**config.mk**
```make
export PLATFORM = sky130hd
export DESIGN_NAME = uart_loopback_sequencer
export DESIGN_NICKNAME = d
export VERILOG_FILES = /design/src/rtl/uart_loopback_sequencer.sv
export SDC_FILE = /design/constraint.sdc
export NUM_CORES = 1
export LEC_CHECK = 0
export ABC_AREA = 0
export BUFFER_PORTS_ARGS = -buffer_cell sky130_fd_sc_hd__buf_2
export CORE_MARGIN = 2
export CORE_UTILIZATION = 54
export CTS_BUF_LIST = sky130_fd_sc_hd__clkbuf_8
export CTS_CLUSTER_SIZE = 14
export DETAILED_ROUTE_END_ITERATION = 10
export PLACE_DENSITY = 0.75
export REMOVE_ABC_BUFFERS = 1
export SETUP_SLACK_MARGIN = 0.05
export SYNTH_ARGS = -nofsm -noshare
export SYNTH_HDL_FRONTEND = slang
export SYNTH_SLANG_ARGS = --single-unit
```
**constraint.sdc**
```tcl
create_clock -name clk -period 2.53 [get_ports clk]
set_input_delay 0.1265 -clock clk [delete_from_list [all_inputs] [get_ports clk]]
set_output_delay 0.1265 -clock clk [all_outputs]
set_load 0.05 [all_outputs]
```
**src/rtl/uart_loopback_sequencer.sv**
```systemverilog
// UART pin self-test: sends idx^A5 frames 8N1, checks each echo,
// counts mismatch/framing/timeout errors and reports pass/fail.
module uart_loopback_sequencer #(
  parameter int CLKS_PER_BIT = 434,
  parameter int NUM_BYTES    = 256,
  parameter int IDX_W        = 16,
  parameter int TIMEOUT_BITS = 20
) (
  input  logic             clk,
  input  logic             rst_n,
  input  logic             start,
  input  logic             fpag_uart_rx,
  output logic             fpag_uart_tx,
  output logic             busy,
  output logic             done,
  output logic             pass,
  output logic [7:0]       err_count,
  output logic [IDX_W-1:0] byte_idx
);

  localparam int CW = $clog2(CLKS_PER_BIT + 1);
  localparam int TO_CLKS = TIMEOUT_BITS * CLKS_PER_BIT;
  localparam int TW = $clog2(TO_CLKS + 1);

  localparam logic [CW-1:0] BIT_END = CW'(CLKS_PER_BIT - 1);
  localparam logic [CW-1:0] HALF = CW'(CLKS_PER_BIT / 2);
  localparam logic [CW-1:0] C_ONE = CW'(1);
  localparam logic [TW-1:0] TO_END = TW'(TO_CLKS - 1);
  localparam logic [TW-1:0] T_ONE = TW'(1);
  localparam logic [IDX_W-1:0] LAST = IDX_W'(NUM_BYTES - 1);
  localparam logic [IDX_W-1:0] I_ONE = IDX_W'(1);

  localparam logic [1:0] R_IDLE  = 2'd0;
  localparam logic [1:0] R_START = 2'd1;
  localparam logic [1:0] R_DATA  = 2'd2;
  localparam logic [1:0] R_STOP  = 2'd3;

  localparam logic [2:0] S_IDLE  = 3'd0;
  localparam logic [2:0] S_SEND  = 3'd1;
  localparam logic [2:0] S_WAIT  = 3'd2;
  localparam logic [2:0] S_CHECK = 3'd3;
  localparam logic [2:0] S_DONE  = 3'd4;

  logic          rx_m, rx_s, rx_d;
  logic [1:0]    rx_st;
  logic [CW-1:0] rx_cnt;
  logic [2:0]    rx_bit;
  logic [7:0]    rx_sh;
  logic [7:0]    rx_byte;
  logic          rx_valid;
  logic          rx_ferr;

  always_ff @(posedge clk or negedge rst_n) begin
    if (!rst_n) begin
      rx_m <= 1'b1;
      rx_s <= 1'b1;
      rx_d <= 1'b1;
    end else begin
      rx_m <= fpag_uart_rx;
      rx_s <= rx_m;
      rx_d <= rx_s;
    end
  end

  // Edge-triggered start so a line held low never re-arms the receiver
  always_ff @(posedge clk or negedge rst_n) begin
    if (!rst_n) begin
      rx_st    <= R_IDLE;
      rx_cnt   <= '0;
      rx_bit   <= '0;
      rx_sh    <= '0;
      rx_byte  <= '0;
      rx_valid <= 1'b0;
      rx_ferr  <= 1'b0;
    end else begin
      rx_valid <= 1'b0;
      unique case (rx_st)
        R_IDLE: begin
          rx_cnt <= '0;
          if (rx_d && !rx_s) rx_st <= R_START;
        end
        R_START: begin
          if (rx_cnt == HALF) begin
            rx_cnt <= '0;
            rx_bit <= '0;
            rx_st  <= rx_s ? R_IDLE : R_DATA;
          end else begin
            rx_cnt <= rx_cnt + C_ONE;
          end
        end
        R_DATA: begin
          if (rx_cnt == BIT_END) begin
            rx_cnt <= '0;
            rx_sh  <= {rx_s, rx_sh[7:1]};
            rx_bit <= rx_bit + 3'd1;
            if (rx_bit == 3'd7) rx_st <= R_STOP;
          end else begin
            rx_cnt <= rx_cnt + C_ONE;
          end
        end
        R_STOP: begin
          if (rx_cnt == BIT_END) begin
            rx_cnt   <= '0;
            rx_valid <= 1'b1;
            rx_byte  <= rx_sh;
            rx_ferr  <= !rx_s;
            rx_st    <= R_IDLE;
          end else begin
            rx_cnt <= rx_cnt + C_ONE;
          end
        end
        default: rx_st <= R_IDLE;
      endcase
    end
  end

  logic [2:0]       state;
  logic             tx_q;
  logic             tx_lead;
  logic [3:0]       tx_bit;
  logic [CW-1:0]    baud;
  logic [TW-1:0]    wcnt;
  logic             hold_v;
  logic [7:0]       hold_byte;
  logic             hold_ferr;
  logic             to_flag;
  logic             busy_q;
  logic             done_q;
  logic             pass_q;
  logic [7:0]       err_q;
  logic [IDX_W-1:0] idx_q;

  logic [7:0] exp_byte;
  logic [3:0] tx_nxt;
  logic       tx_nval;
  logic       byte_err;
  logic [7:0] err_nxt;

  always_comb begin
    exp_byte = 8'(idx_q) ^ 8'hA5;
    tx_nxt   = tx_bit + 4'd1;
    tx_nval  = (tx_nxt == 4'd9) ? 1'b1 : exp_byte[tx_bit[2:0]];
    byte_err = to_flag | hold_ferr | (hold_byte != exp_byte);
    err_nxt  = err_q;
    if (byte_err && err_q != 8'hFF) err_nxt = err_q + 8'd1;
  end

  always_ff @(posedge clk or negedge rst_n) begin
    if (!rst_n) begin
      state     <= S_IDLE;
      tx_q      <= 1'b1;
      tx_lead   <= 1'b0;
      tx_bit    <= '0;
      baud      <= '0;
      wcnt      <= '0;
      hold_v    <= 1'b0;
      hold_byte <= '0;
      hold_ferr <= 1'b0;
      to_flag   <= 1'b0;
      busy_q    <= 1'b0;
      done_q    <= 1'b0;
      pass_q    <= 1'b0;
      err_q     <= '0;
      idx_q     <= '0;
    end else begin
      done_q <= 1'b0;
      // First echo in a byte slot wins; later ones are dropped
      if ((state == S_SEND || state == S_WAIT)
          && rx_valid && !hold_v) begin
        hold_v    <= 1'b1;
        hold_byte <= rx_byte;
        hold_ferr <= rx_ferr;
      end
      unique case (state)
        S_IDLE: begin
          if (start) begin
            err_q   <= '0;
            idx_q   <= '0;
            pass_q  <= 1'b0;
            busy_q  <= 1'b1;
            tx_lead <= 1'b1;
            tx_bit  <= '0;
            baud    <= '0;
            state   <= S_SEND;
          end
        end
        S_SEND: begin
          if (tx_lead) begin
            tx_lead <= 1'b0;
            tx_q    <= 1'b0;
          end else if (baud == BIT_END) begin
            baud <= '0;
            if (tx_bit == 4'd9) begin
              wcnt  <= '0;
              state <= (hold_v || rx_valid) ? S_CHECK : S_WAIT;
            end else begin
              tx_bit <= tx_nxt;
              tx_q   <= tx_nval;
            end
          end else begin
            baud <= baud + C_ONE;
          end
        end
        S_WAIT: begin
          if (rx_valid) begin
            state <= S_CHECK;
          end else if (wcnt == TO_END) begin
            to_flag <= 1'b1;
            state   <= S_CHECK;
          end else begin
            wcnt <= wcnt + T_ONE;
          end
        end
        S_CHECK: begin
          err_q     <= err_nxt;
          hold_v    <= 1'b0;
          hold_byte <= '0;
          hold_ferr <= 1'b0;
          to_flag   <= 1'b0;
          if (idx_q == LAST) begin
            busy_q <= 1'b0;
            done_q <= 1'b1;
            pass_q <= (err_nxt == 8'd0);
            state  <= S_DONE;
          end else begin
            idx_q   <= idx_q + I_ONE;
            tx_lead <= 1'b1;
            tx_bit  <= '0;
            baud    <= '0;
            state   <= S_SEND;
          end
        end
        S_DONE: state <= S_IDLE;
        default: state <= S_IDLE;
      endcase
    end
  end

  assign fpag_uart_tx = tx_q;
  assign busy = busy_q;
  assign done = done_q;
  assign pass = pass_q;
  assign err_count = err_q;
  assign byte_idx = idx_q;

endmodule

```
==> results.ini <==
[global_route]
track_usage=0.222
grt_max_degree=51
antenna_found_initial=0
first_global_vias=4247
grt_pass1_wl_um=20100
grt_overflow=0

[clock_network]
cts_buffers=9
clock-sinks=105
cts_root_buf=clkbuf_8
htreeDepth=3
clk_pin_slew_ps=110
clkLatencyLatePin_ps=380
cts_tree=done
clk_path_buf_depth=2

[sta]
worstMarginPinSlew_ps=673
rsz0062_at_grt=yes
fin_ws_ps=92.7
fin_crit_ps=2440
finalCritPeriodShare=0.963
hold_violations=0
finalSetupViolCount=0
slew_headroom=0.548
timing.hold.ws_ps=290
slew_viol_final=0
fin_skew_ps=16.4
max_freq_mhz=410

[critical_path]
r2r_cells=7
critical_path_class=flip-flop to flip-flop
crit_arrival_ps=2720
r2r-start=wcnt[0]
crit_start=wcnt[0]
timing.rr.end=state[0]
start_kind=flip-flop
r2r_slack_ps=90
cp-endpoint=state[0]
cp_max_fo=6
worstSetupEndpointType=flip-flop
critPathRequiredTime_ps=2810

[power]
seqPwrFrac=0.437
share_comb_of_total_power=0.359
p_per_area_nw_per_um2=779
power_switching_mw=1.95
internal-power_mw=2.88
peakVddDrop_mv=0.491
swShare=0.403
power_frac_clock=0.204
p_leak_nw=2.92

[routing]
dr.first_iter.drc_count=322
viasPerCell=5.73
drc=0
antenna_left=0
wl_per_cell_um=15.4
drt_pass1_iterations=5
via_count=4323
routed_wl_um=11600

[floorplanning]
die_area_um2=11100
pin_count=32
initial_core_util=0.561
num_rows=36
die_h_um=105
chipWidth_um=105
core_um2=9860

[synth]
synthCells=570
netlist_area_um2=5540
ys_seq_elements=105
synth_edf_count=0
ys_types=65
yosysSeqAreaShare=0.475
synth_warnings=0
async_flop_share=1.00
synth_flop_cell=dfrtp_1
syn_area_per_cell_um2=9.72

[finish]
post_route_cells_drive_above_1_share=0.203
final_nets=632
nFillCells=795
syn_to_final_growth_pct=12.0
antenna_cells=0
fin_util=0.628

[run_status]
outcome=finished clean

[placement]
place_ws_ps=37.7
port_buffers=31
dp_hpwl_um=8370
place_congestion=0.879

[min_path]
min_path_type=input pin to async pin

[job]
cap_violations=0

==> logic make-up (layout without fill, tap and decap cells) <==
kind of cell               count (synthesis)  count (layout)  synth area share
and+or+nand+nor                          256             257             0.242
xor gates and xnor gates                  39              39            0.0617
DFF                                      105             105             0.475
AOI/OAI and AO/OA                         93              93             0.110
buffers and inverters                     39              89            0.0323
adders and majority gates                 12              12            0.0271
muxes                                     26              26            0.0511
==> synth_stat cells, types with 3 or more instances <==
master,number,area (um2)
dfrtp_1,101,2530
nand2_1,61,229
nor2_1,56,210
nand3_1,36,180
o21ai_0,32,160
xnor2_1,20,175
clkbuf_1,19,71.3
xor2_1,19,166
mux2_2,18,203
a21oi_1,16,80.1
and3_1,16,100
nor3_1,16,80.1
nand4_1,13,81.3
ha_1,12,150
a211oi_1,10,75.1
inv_1,8,30.0
mux2i_1,8,80.1
nor4_1,7,43.8
buf_2,6,30.0
or3_1,6,37.5
a22o_1,5,43.8
and2_1,5,31.3
nor4b_1,5,43.8
o31ai_1,5,37.5
or3_2,5,37.5
dfstp_2,4,105
nand2b_1,4,25.0
nor2b_1,4,25.0
and4_1,3,26.3
nand3b_1,3,22.5
nor3b_1,3,22.5
o211a_1,3,30.0
or4_1,3,22.5
==> placed cells by master, fill, tap and decap left out, drive strengths merged, types with 4 or more instances in the layout <==
| master | netlist | routed |
|---|---|---|
| a211oi | 10 | 10 |
| a21oi | 17 | 17 |
| a22o | 5 | 5 |
| and2 | 5 | 5 |
| and3 | 16 | 16 |
| buf | 9 | 61 |
| clkbuf | 20 | 9 |
| dfrtp | 101 | 101 |
| dfstp | 4 | 4 |
| ha | 12 | 12 |
| inv | 10 | 13 |
| mux2 | 18 | 18 |
| mux2i | 8 | 8 |
| nand2 | 61 | 61 |
| nand2b | 4 | 4 |
| nand3 | 36 | 36 |
| nand4 | 13 | 13 |
| nor2 | 56 | 56 |
| nor2b | 4 | 4 |
| nor3 | 17 | 17 |
| nor4 | 8 | 8 |
| nor4b | 6 | 6 |
| o21ai | 33 | 33 |
| o31ai | 5 | 5 |
| or3 | 12 | 13 |
| xnor2 | 20 | 20 |
| xor2 | 19 | 19 |
==> state kept, by name, indices dropped and copies added, names as in the netlist, 3 cells and up, named ones only <==
signal and flops:
rx_bit 3, baud 9, err_count 8, tx_bit 4
rx_byte 8, wcnt 14, byte_idx 16, state 3
hold_byte 8, rx_sh 8, rx_cnt 9
==> power groups by stage <==
stage                     logic, mW  registers (mW)  clock network [mW]
final                          1.73            2.11               0.985
after global routing           1.90            2.14                1.08
after CTS                      1.68            2.11                1.02
after detailed placement       1.58            2.14                   0
after global placement         1.53            2.13                   0
after floorplan               0.854            2.33                   0
==> layer usage <==
layer | GRT usage | part of all wire
met1 | 0.299 | 0.47
met2 | 0.360 | 0.49
met3 | 0.0501 | 0.034
met4 | 0.0638 | 0.011
met5 | 0 | 0
==> area by class of cell <==
| class | count | area (um2) | share of cell area |
|---|---|---|---|
| inverters | 10 | 37.5 | 0.00605 |
| clock inverters | 7 | 61.3 | 0.00989 |
| flip-flops and latches | 105 | 2630 | 0.425 |
| clock buffers | 9 | 124 | 0.0200 |
| multi-input cells | 427 | 2760 | 0.446 |
| well taps | 133 | 166 | 0.0268 |
| repair buffers | 63 | 415 | 0.0670 |
==> timing repair <==
item,CTS,global route
cloned,1,0
endpoints found under the setup margin,2,17
hold endpoints to repair,47,0
pin swaps,1,4
resized for setup,1,7
setup buffers,4,5
hold buffers,2,0
==> worst min-delay path by stage <==
stage | endpoint | from
2_1_floorplan | async pin | rst_n
3_3_place_gp | baud[2] | rst_n
3_5_place_dp | baud[3] | rst_n
4_1_cts | tx_bit[3] | start
5_1_grt | tx_bit[3] | start
6_report | baud[2] | rst_n
==> stage by stage <==
step / setup TNS, ps / power, mW / area (um2) / instances
2_1_floorplan: -19.9 / 3.18 / 5400 / 541
4_1_cts: 0 / 4.80 / 6140 / 749
3_3_place_gp: 0 / 3.66 / 5890 / 726
5_1_grt: -93.2 / 5.11 / 6200 / 754
3_5_place_dp: 0 / 3.73 / 5890 / 726
6_report: 0 / 4.83 / 6200 / 754
==> worst max-delay path, cell delays in order, from the launching register on <==
cell and delay [ps]:
dfrtp_1 400, ha_2 190, and3_1 190, and4_4 170
o31a_4 350, or3_4 370, or3_2 450, a21o_2 210
(Power assumes the default switching activity.)
